===== src/rtl/melody_seq_if.sv =====
// Control, status and note-ROM bus of one melody sequencer.
// The master side owns start/stop/song_sel and the ROM; the slave is melody_seq.
interface melody_seq_if;
    logic       start;
    logic       stop;
    logic [1:0] song_sel;
    logic [5:0] rom_addr;
    logic [7:0] rom_data;
    logic       tone;
    logic       busy;
    logic [3:0] step;
    logic       done;

    modport master (
        output start, stop, song_sel, rom_data,
        input  rom_addr, tone, busy, step, done
    );

    modport slave (
        input  start, stop, song_sel, rom_data,
        output rom_addr, tone, busy, step, done
    );
endinterface


===== src/rtl/melody_seq.sv =====
// Melody sequencer: walks up to 16 note words of one song in an external
// asynchronous ROM, plays each as a square wave for (dur+1) beats, inserts a
// silent gap, and pulses done at the natural end of the song.
module melody_seq #(
    parameter int unsigned CLK_HZ      = 50000000,
    parameter int unsigned BEAT_CYCLES = 6250000,
    parameter int unsigned GAP_CYCLES  = 250000,
    parameter bit          LOOP        = 1'b0
) (
    input  logic        clk,
    input  logic        rst_n,
    melody_seq_if.slave bus_io
);

    // Half-period in clk cycles of note code n (1..24 = C4..B5, A4 = 10).
    // Other codes never toggle, so they just get a harmless 1.
    function automatic int unsigned half_of(int unsigned n);
        real         ratio;
        real         freq;
        int unsigned m;
        int unsigned h;
        if (n < 1 || n > 24) return 1;
        // m counts semitones above A3 (220 Hz); A4 lands on m = 12.
        m = n + 2;
        case (m % 12)
            0:       ratio = 1.0;
            1:       ratio = 1.0594630943592953;
            2:       ratio = 1.122462048309373;
            3:       ratio = 1.189207115002721;
            4:       ratio = 1.2599210498948732;
            5:       ratio = 1.3348398541700344;
            6:       ratio = 1.4142135623730951;
            7:       ratio = 1.4983070768766815;
            8:       ratio = 1.5874010519681994;
            9:       ratio = 1.681792830507429;
            10:      ratio = 1.7817974362806785;
            default: ratio = 1.8877486253633868;
        endcase
        freq = 220.0 * ratio;
        if (m >= 12) freq = freq * 2.0;
        if (m >= 24) freq = freq * 2.0;
        h = $rtoi(real'(CLK_HZ) / (2.0 * freq) + 0.5);
        return (h < 1) ? 1 : h;
    endfunction

    // C4 has the longest half-period, so it sizes the half-period counter.
    localparam int unsigned HalfW = $clog2(half_of(1) + 1);
    localparam int unsigned BeatW = (BEAT_CYCLES > 1) ? $clog2(BEAT_CYCLES) : 1;
    localparam int unsigned GapW  = (GAP_CYCLES > 1) ? $clog2(GAP_CYCLES) : 1;

    typedef enum logic [2:0] {StIdle, StLoad, StPlay, StGap, StAdv, StDone} state_e;

    state_e             state_q;
    logic [1:0]         song_q;
    logic [3:0]         step_q;
    logic               pitched_q;
    logic [HalfW-1:0]   half_q;
    logic [HalfW-1:0]   half_cnt_q;
    logic [BeatW-1:0]   beat_cnt_q;
    logic [2:0]         beats_left_q;
    logic [GapW-1:0]    gap_cnt_q;
    logic               tone_q;
    logic               busy_q;
    logic               done_q;

    logic [HalfW-1:0]   half_tbl [32];
    logic [4:0]         rom_note;
    logic [2:0]         rom_dur;
    logic               rom_pitched;
    logic               beat_wrap;
    logic               play_last;
    logic               half_wrap;
    logic               gap_last;

    for (genvar g = 0; g < 32; g++) begin : g_half
        assign half_tbl[g] = HalfW'(half_of(g));
    end

    assign rom_note    = bus_io.rom_data[7:3];
    assign rom_dur     = bus_io.rom_data[2:0];
    assign rom_pitched = (rom_note != 5'd0) && (rom_note <= 5'd24);
    assign beat_wrap   = (beat_cnt_q == BeatW'(BEAT_CYCLES - 1));
    assign play_last   = beat_wrap && (beats_left_q == 3'd0);
    assign half_wrap   = (half_cnt_q == (half_q - HalfW'(1)));
    assign gap_last    = (gap_cnt_q == GapW'(GAP_CYCLES - 1));

    // Sequencer FSM with all outputs registered alongside the state.
    always_ff @(posedge clk or negedge rst_n) begin
        if (!rst_n) begin
            state_q      <= StIdle;
            song_q       <= 2'd0;
            step_q       <= 4'd0;
            pitched_q    <= 1'b0;
            half_q       <= '0;
            half_cnt_q   <= '0;
            beat_cnt_q   <= '0;
            beats_left_q <= 3'd0;
            gap_cnt_q    <= '0;
            tone_q       <= 1'b0;
            busy_q       <= 1'b0;
            done_q       <= 1'b0;
        end else if (bus_io.stop) begin
            // Abort leaves step where it was and never reports done.
            state_q <= StIdle;
            tone_q  <= 1'b0;
            busy_q  <= 1'b0;
            done_q  <= 1'b0;
        end else begin
            done_q <= 1'b0;
            unique case (state_q)
                StIdle: begin
                    if (bus_io.start) begin
                        song_q  <= bus_io.song_sel;
                        step_q  <= 4'd0;
                        busy_q  <= 1'b1;
                        state_q <= StLoad;
                    end
                end
                StLoad: begin
                    tone_q <= 1'b0;
                    if (rom_note == 5'd31) begin
                        busy_q  <= 1'b0;
                        done_q  <= 1'b1;
                        state_q <= StDone;
                    end else begin
                        pitched_q    <= rom_pitched;
                        half_q       <= half_tbl[rom_note];
                        beats_left_q <= rom_dur;
                        half_cnt_q   <= '0;
                        beat_cnt_q   <= '0;
                        state_q      <= StPlay;
                    end
                end
                StPlay: begin
                    if (play_last) begin
                        tone_q <= 1'b0;
                        if (GAP_CYCLES == 0) begin
                            state_q <= StAdv;
                        end else begin
                            gap_cnt_q <= '0;
                            state_q   <= StGap;
                        end
                    end else begin
                        if (beat_wrap) begin
                            beat_cnt_q   <= '0;
                            beats_left_q <= beats_left_q - 3'd1;
                        end else begin
                            beat_cnt_q <= beat_cnt_q + BeatW'(1);
                        end
                        if (pitched_q) begin
                            if (half_wrap) begin
                                half_cnt_q <= '0;
                                tone_q     <= ~tone_q;
                            end else begin
                                half_cnt_q <= half_cnt_q + HalfW'(1);
                            end
                        end
                    end
                end
                StGap: begin
                    if (gap_last) begin
                        state_q <= StAdv;
                    end else begin
                        gap_cnt_q <= gap_cnt_q + GapW'(1);
                    end
                end
                StAdv: begin
                    if (step_q != 4'd15) begin
                        step_q  <= step_q + 4'd1;
                        state_q <= StLoad;
                    end else if (LOOP) begin
                        step_q  <= 4'd0;
                        state_q <= StLoad;
                    end else begin
                        busy_q  <= 1'b0;
                        done_q  <= 1'b1;
                        state_q <= StDone;
                    end
                end
                StDone: begin
                    state_q <= StIdle;
                end
                default: begin
                    state_q <= StIdle;
                    busy_q  <= 1'b0;
                    tone_q  <= 1'b0;
                end
            endcase
        end
    end

    assign bus_io.rom_addr = {song_q, step_q};
    assign bus_io.tone     = tone_q;
    assign bus_io.busy     = busy_q;
    assign bus_io.step     = step_q;
    assign bus_io.done     = done_q;

endmodule


===== src/flat_wrapper.sv =====
// flat-port wrapper written by rule: the top's interface ports become plain ports
module melody_seq_flat 
#(
    parameter int unsigned CLK_HZ      = 50000000,
    parameter int unsigned BEAT_CYCLES = 6250000,
    parameter int unsigned GAP_CYCLES  = 250000,
    parameter bit          LOOP        = 1'b0
)
  (clk, rst_n, bus_io_start, bus_io_stop, bus_io_song_sel, bus_io_rom_data, bus_io_rom_addr, bus_io_tone, bus_io_busy, bus_io_step, bus_io_done);
  melody_seq_if bus_io_i ();
  input  logic clk;
  input  logic rst_n;
  input wire logic [$bits(bus_io_i.start)-1:0] bus_io_start;
  input wire logic [$bits(bus_io_i.stop)-1:0] bus_io_stop;
  input wire logic [$bits(bus_io_i.song_sel)-1:0] bus_io_song_sel;
  input wire logic [$bits(bus_io_i.rom_data)-1:0] bus_io_rom_data;
  output wire logic [$bits(bus_io_i.rom_addr)-1:0] bus_io_rom_addr;
  output wire logic [$bits(bus_io_i.tone)-1:0] bus_io_tone;
  output wire logic [$bits(bus_io_i.busy)-1:0] bus_io_busy;
  output wire logic [$bits(bus_io_i.step)-1:0] bus_io_step;
  output wire logic [$bits(bus_io_i.done)-1:0] bus_io_done;
  assign bus_io_i.start = bus_io_start;
  assign bus_io_i.stop = bus_io_stop;
  assign bus_io_i.song_sel = bus_io_song_sel;
  assign bus_io_i.rom_data = bus_io_rom_data;
  assign bus_io_rom_addr = bus_io_i.rom_addr;
  assign bus_io_tone = bus_io_i.tone;
  assign bus_io_busy = bus_io_i.busy;
  assign bus_io_step = bus_io_i.step;
  assign bus_io_done = bus_io_i.done;
  melody_seq #(.CLK_HZ(CLK_HZ), .BEAT_CYCLES(BEAT_CYCLES), .GAP_CYCLES(GAP_CYCLES), .LOOP(LOOP)) u_core (.clk(clk), .rst_n(rst_n), .bus_io(bus_io_i));
endmodule

===== config.mk =====
export PLATFORM = sky130hd
export DESIGN_NAME = melody_seq_flat
export DESIGN_NICKNAME = d
export VERILOG_FILES = /design/src/rtl/melody_seq_if.sv /design/src/rtl/melody_seq.sv /design/src/flat_wrapper.sv
export SDC_FILE = /design/constraint.sdc
export NUM_CORES = 1
export LEC_CHECK = 0
export CAP_MARGIN = 20
export CELL_PAD_IN_SITES_DETAIL_PLACEMENT = 2
export CELL_PAD_IN_SITES_GLOBAL_PLACEMENT = 2
export CORE_MARGIN = 2
export CORE_UTILIZATION = 38
export DETAILED_ROUTE_END_ITERATION = 6
export GPL_ROUTABILITY_DRIVEN = 0
export PLACE_DENSITY = 0.79
export SLEW_MARGIN = 0
export SYNTH_ARGS = -nofsm -noshare
export SYNTH_HDL_FRONTEND = slang
export SYNTH_SLANG_ARGS = --single-unit

===== constraint.sdc =====
create_clock -name clk -period 3.3 [get_ports clk]
set_input_delay 0.99 -clock clk [delete_from_list [all_inputs] [get_ports clk]]
set_output_delay 0.99 -clock clk [all_outputs]
set_load 0.01 [all_outputs]

==> results of run 1 <==
-- stage by stage --
step / util, % / worst slack (ns) / setup TNS [ns]
after global placement: 42.6 / -0.0190 / -0.0190
after CTS: 44.5 / 0.136 / 0
final: 44.6 / 0.214 / 0
after global routing: 44.6 / 0.00446 / 0
after detailed placement: 42.6 / -0.201 / -2.71
after floorplan: - / 0.509 / 0
-- cells in the mapped netlist, types with 4 or more instances --
cell type,n
nor3_1,15
nand2_1,63
clkbuf_1,39
or3_1,8
nor2b_1,11
o22a_1,4
or2_2,9
nand3b_1,4
and3_1,24
dfrtp_1,91
nor2_1,78
a21oi_1,36
ha_1,15
nor4_1,12
xnor2_1,20
o21ai_0,67
nand4_1,16
nand3_1,40
inv_1,20
a221oi_1,15
a211oi_1,8
a31oi_1,7
nor3b_1,6
o31ai_1,17
o211ai_1,4
and2_1,6
or4_1,18
a41oi_1,14
buf_4,5
mux2i_1,6
nand2b_1,11
buf_2,6
xor2_1,19
-- metal layers --
layer | vias up | GRT usage (%)
met4 | 0 | 6.03
met2 | 61 | 45.0
met1 | 3227 | 31.6
li1 | 2905 | -
met3 | 16 | 3.23
met5 | - | 0
-- logic make-up (layout without fill, tap and decap cells) --
family | Yosys count | count (layout) | share of synthesized area [%]
xor+xnor | 39 | 39 | 5.35
compound gates | 200 | 200 | 20.4
buf+inv | 75 | 105 | 4.86
fa+ha+maj | 16 | 16 | 3.10
flops | 91 | 91 | 35.7
mux | 10 | 10 | 1.86
simple gates | 341 | 341 | 28.7
-- sequential cells by signal, indices dropped and copies added, names as in the netlist --
signal and cells:
u_core.bus_io.done 1, u_core.song_q 2, u_core.state_q 3, u_core.half_cnt_q 17
u_core.bus_io.busy 1, u_core.beat_cnt_q 23, u_core.pitched_q 1, u_core.gap_cnt_q 18
u_core.beats_left_q 3, u_core.half_q 17, u_core.bus_io.step 4, u_core.bus_io.tone 1
-- worst max-delay path: cells and delay by family (launching register included) --
family / cells / cell delay, ns
flops: 1 / 0.40
mux: 1 / 0.19
fa+ha+maj: 1 / 0.20
buf+inv: 2 / 0.33
simple gates: 5 / 1.75
compound gates: 1 / 0.14
-- path summary, 6_finish.rpt --
path	startpoint	to	cells after the start
worst max-delay path	u_core.half_q[1]	u_core.bus_io.tone	10
worst min-delay path	u_core.song_q[0]	u_core.song_q[0]	2
worst max register to register	u_core.half_q[1]	u_core.bus_io.tone	10
worst min register to register	u_core.song_q[0]	u_core.song_q[0]	2
max in group asynchronous	rst_n	u_core.half_q[16]	2
min in group asynchronous	rst_n	u_core.gap_cnt_q[4]	1
-- cell type report --
class	count	area [um^2]	area share [%]
multi-input combinational	606	3810	51.7
inverter	21	78.8	1.07
timing repair buffer	68	598	8.12
clock inverter	7	98.8	1.34
tap	220	275	3.74
sequential	91	2280	30.9
clock buffer	9	225	3.06
-- power groups by stage --
stage / registers [mW] / logic (mW) / clock network, mW
4_1_cts: 1.80 / 2.40 / 1.18
3_3_place_gp: 1.79 / 2.22 / 0
5_1_grt: 1.85 / 2.64 / 1.22
6_report: 1.81 / 2.40 / 1.16
3_5_place_dp: 1.82 / 2.36 / 0
2_1_floorplan: 1.63 / 1.63 / 0
-- timing repair --
action | in CTS | in global routing
setup endpoints to repair | 16 | 17
setup buffers | 0 | 0
pin swaps | 0 | 0
resized for setup | 1 | 2
==> summary.txt, run 1 <==
VDD IR max = 0.327 mV
Sw Pwr = 2.34 mW
I/O Buffers = 26
Cts hold-fix bufs = 0
Synth top area share = 35.7%
Fin. Hold Viols = 0
Non-Filler Instances = 1022
P per Cell Area = 729 nW/um^2
Seq/Total Area, Yosys = 35.7%
WL met3 = 455 um
Worst-skew pair later-pin latency = 0.36 ns
Worst-Margin Slew = 0.685 ns
Logic pwr share = 44.6%
Die X-Extent = 134 um
Final Skew = 0.00916 ns
Synthesis-stage register bit count = 91
Tcrit/Tclk final = 93.5%
Async S/R FF share, synth = 100%
Critical-path maximum fanout = 17
Row cnt = 47
Final setup fails = 0
Grt total ovfl = 0
Mapped Avg Cell Area = 8.27 um^2
Rel. slew slack = 54.0%
Reg power frac = 33.7%
Post-synth cell types = 72
Clock Power Share = 21.6%
Switching Fraction = 43.5%
Critical-path top delay cell = or4b_1
Post-route cell area = 7360 um^2
Commonest non-fill, non-tap cell in the layout = dfrtp_1
Most frequent cells in the layout = 91 x dfrtp_1, 77 x nor2_1, 67 x o21ai_0
WL/cell = 21.2 um
Initial antenna violation count = 0
Leakage power = 2.97 nW
CP peak stage delay = 0.52 ns
Syn_nets = 801
Largest net degree at the start of global routing = 49
Initial Util = 38.6%
R2r setup slk = 0.21 ns
Antenna-violating nets left = 0
CP Launch Type = flip-flop
Post-synthesis cell area = 6380 um^2
Fillers = 1863
Hold/Removal Path Class = reg -> reg
CTS clk-pin slew, worst paths = 0.07 ns
First-pass GRT wire length = 35800 um
Vias in the first global route = 6655
CTS tree = done
Ys flop type = dfrtp_1
# DRC = 0
Cell chain of the critical path = inv_1 > ha_1 > or4b_1 > or4b_1 > nor2b_4 > mux2i_1 > o22ai_2 > buf_4 > or4_1 > nand3_1
Final net count = 826
WHS = 0.485 ns
CP Class = reg -> reg
Num CTS Buffers = 9
Clock sink count = 91
Die ar. = 17900 um^2
Crit path top cell by count = or4b_1
Final min period = 3.09 ns
CTS H-tree lvls = 3
# IOs = 27
Dpl cell area = 7030 um^2
Avg Vias per Cell = 6.08
Initial DRC count = 320
CTS max path bufs = 2
Area delta synth->final = 15.3%
Fraction of layout cells with a size suffix above 1 = 10.6%
Top sig layer = met4
Number of synthesized flops with an enable pin = 0
HPWL after DPL = 15500 um
Peak Freq = 324 MHz
Pint = 3.03 mW
Die height = 134 um
Cell types occupying the most area after synthesis = dfrtp_1 36%, o21ai_0 5.3%, nor2_1 4.6%
Core area = 16500 um^2
TritonRoute pass-1 iters = 4
Cells after synthesis = 772
M1 WL = 9670 um
Crit path capture type = flip-flop
Worst Path Required = 3.59 ns
Inserted Diodes = 0
Yosys warns = 0
Fin. max-slew vios = 0
Routed wl met2 = 11300 um
RSZ-0062 raised after global routing = no
Critical Path AT = 3.38 ns
Status = finished, final reports clean
Clock Root Buffer = clkbuf_16
Total wire length = 21700 um
Dpl cells = 1006
Tot Pwr = 5.37 mW
Max Cap Violations = 0
Gr usage total = 24.9%
Post-synth top area cell = dfrtp_1
Routed via count = 6209
Power figures use the tool's default switching activity.
==> inputs of run 2 (changes only) <==
Settings changed: HOLD_SLACK_MARGIN set to 0.15.
==> results of run 2 <==
No change in the layout: final DEF, timing and power equal those of run 1.
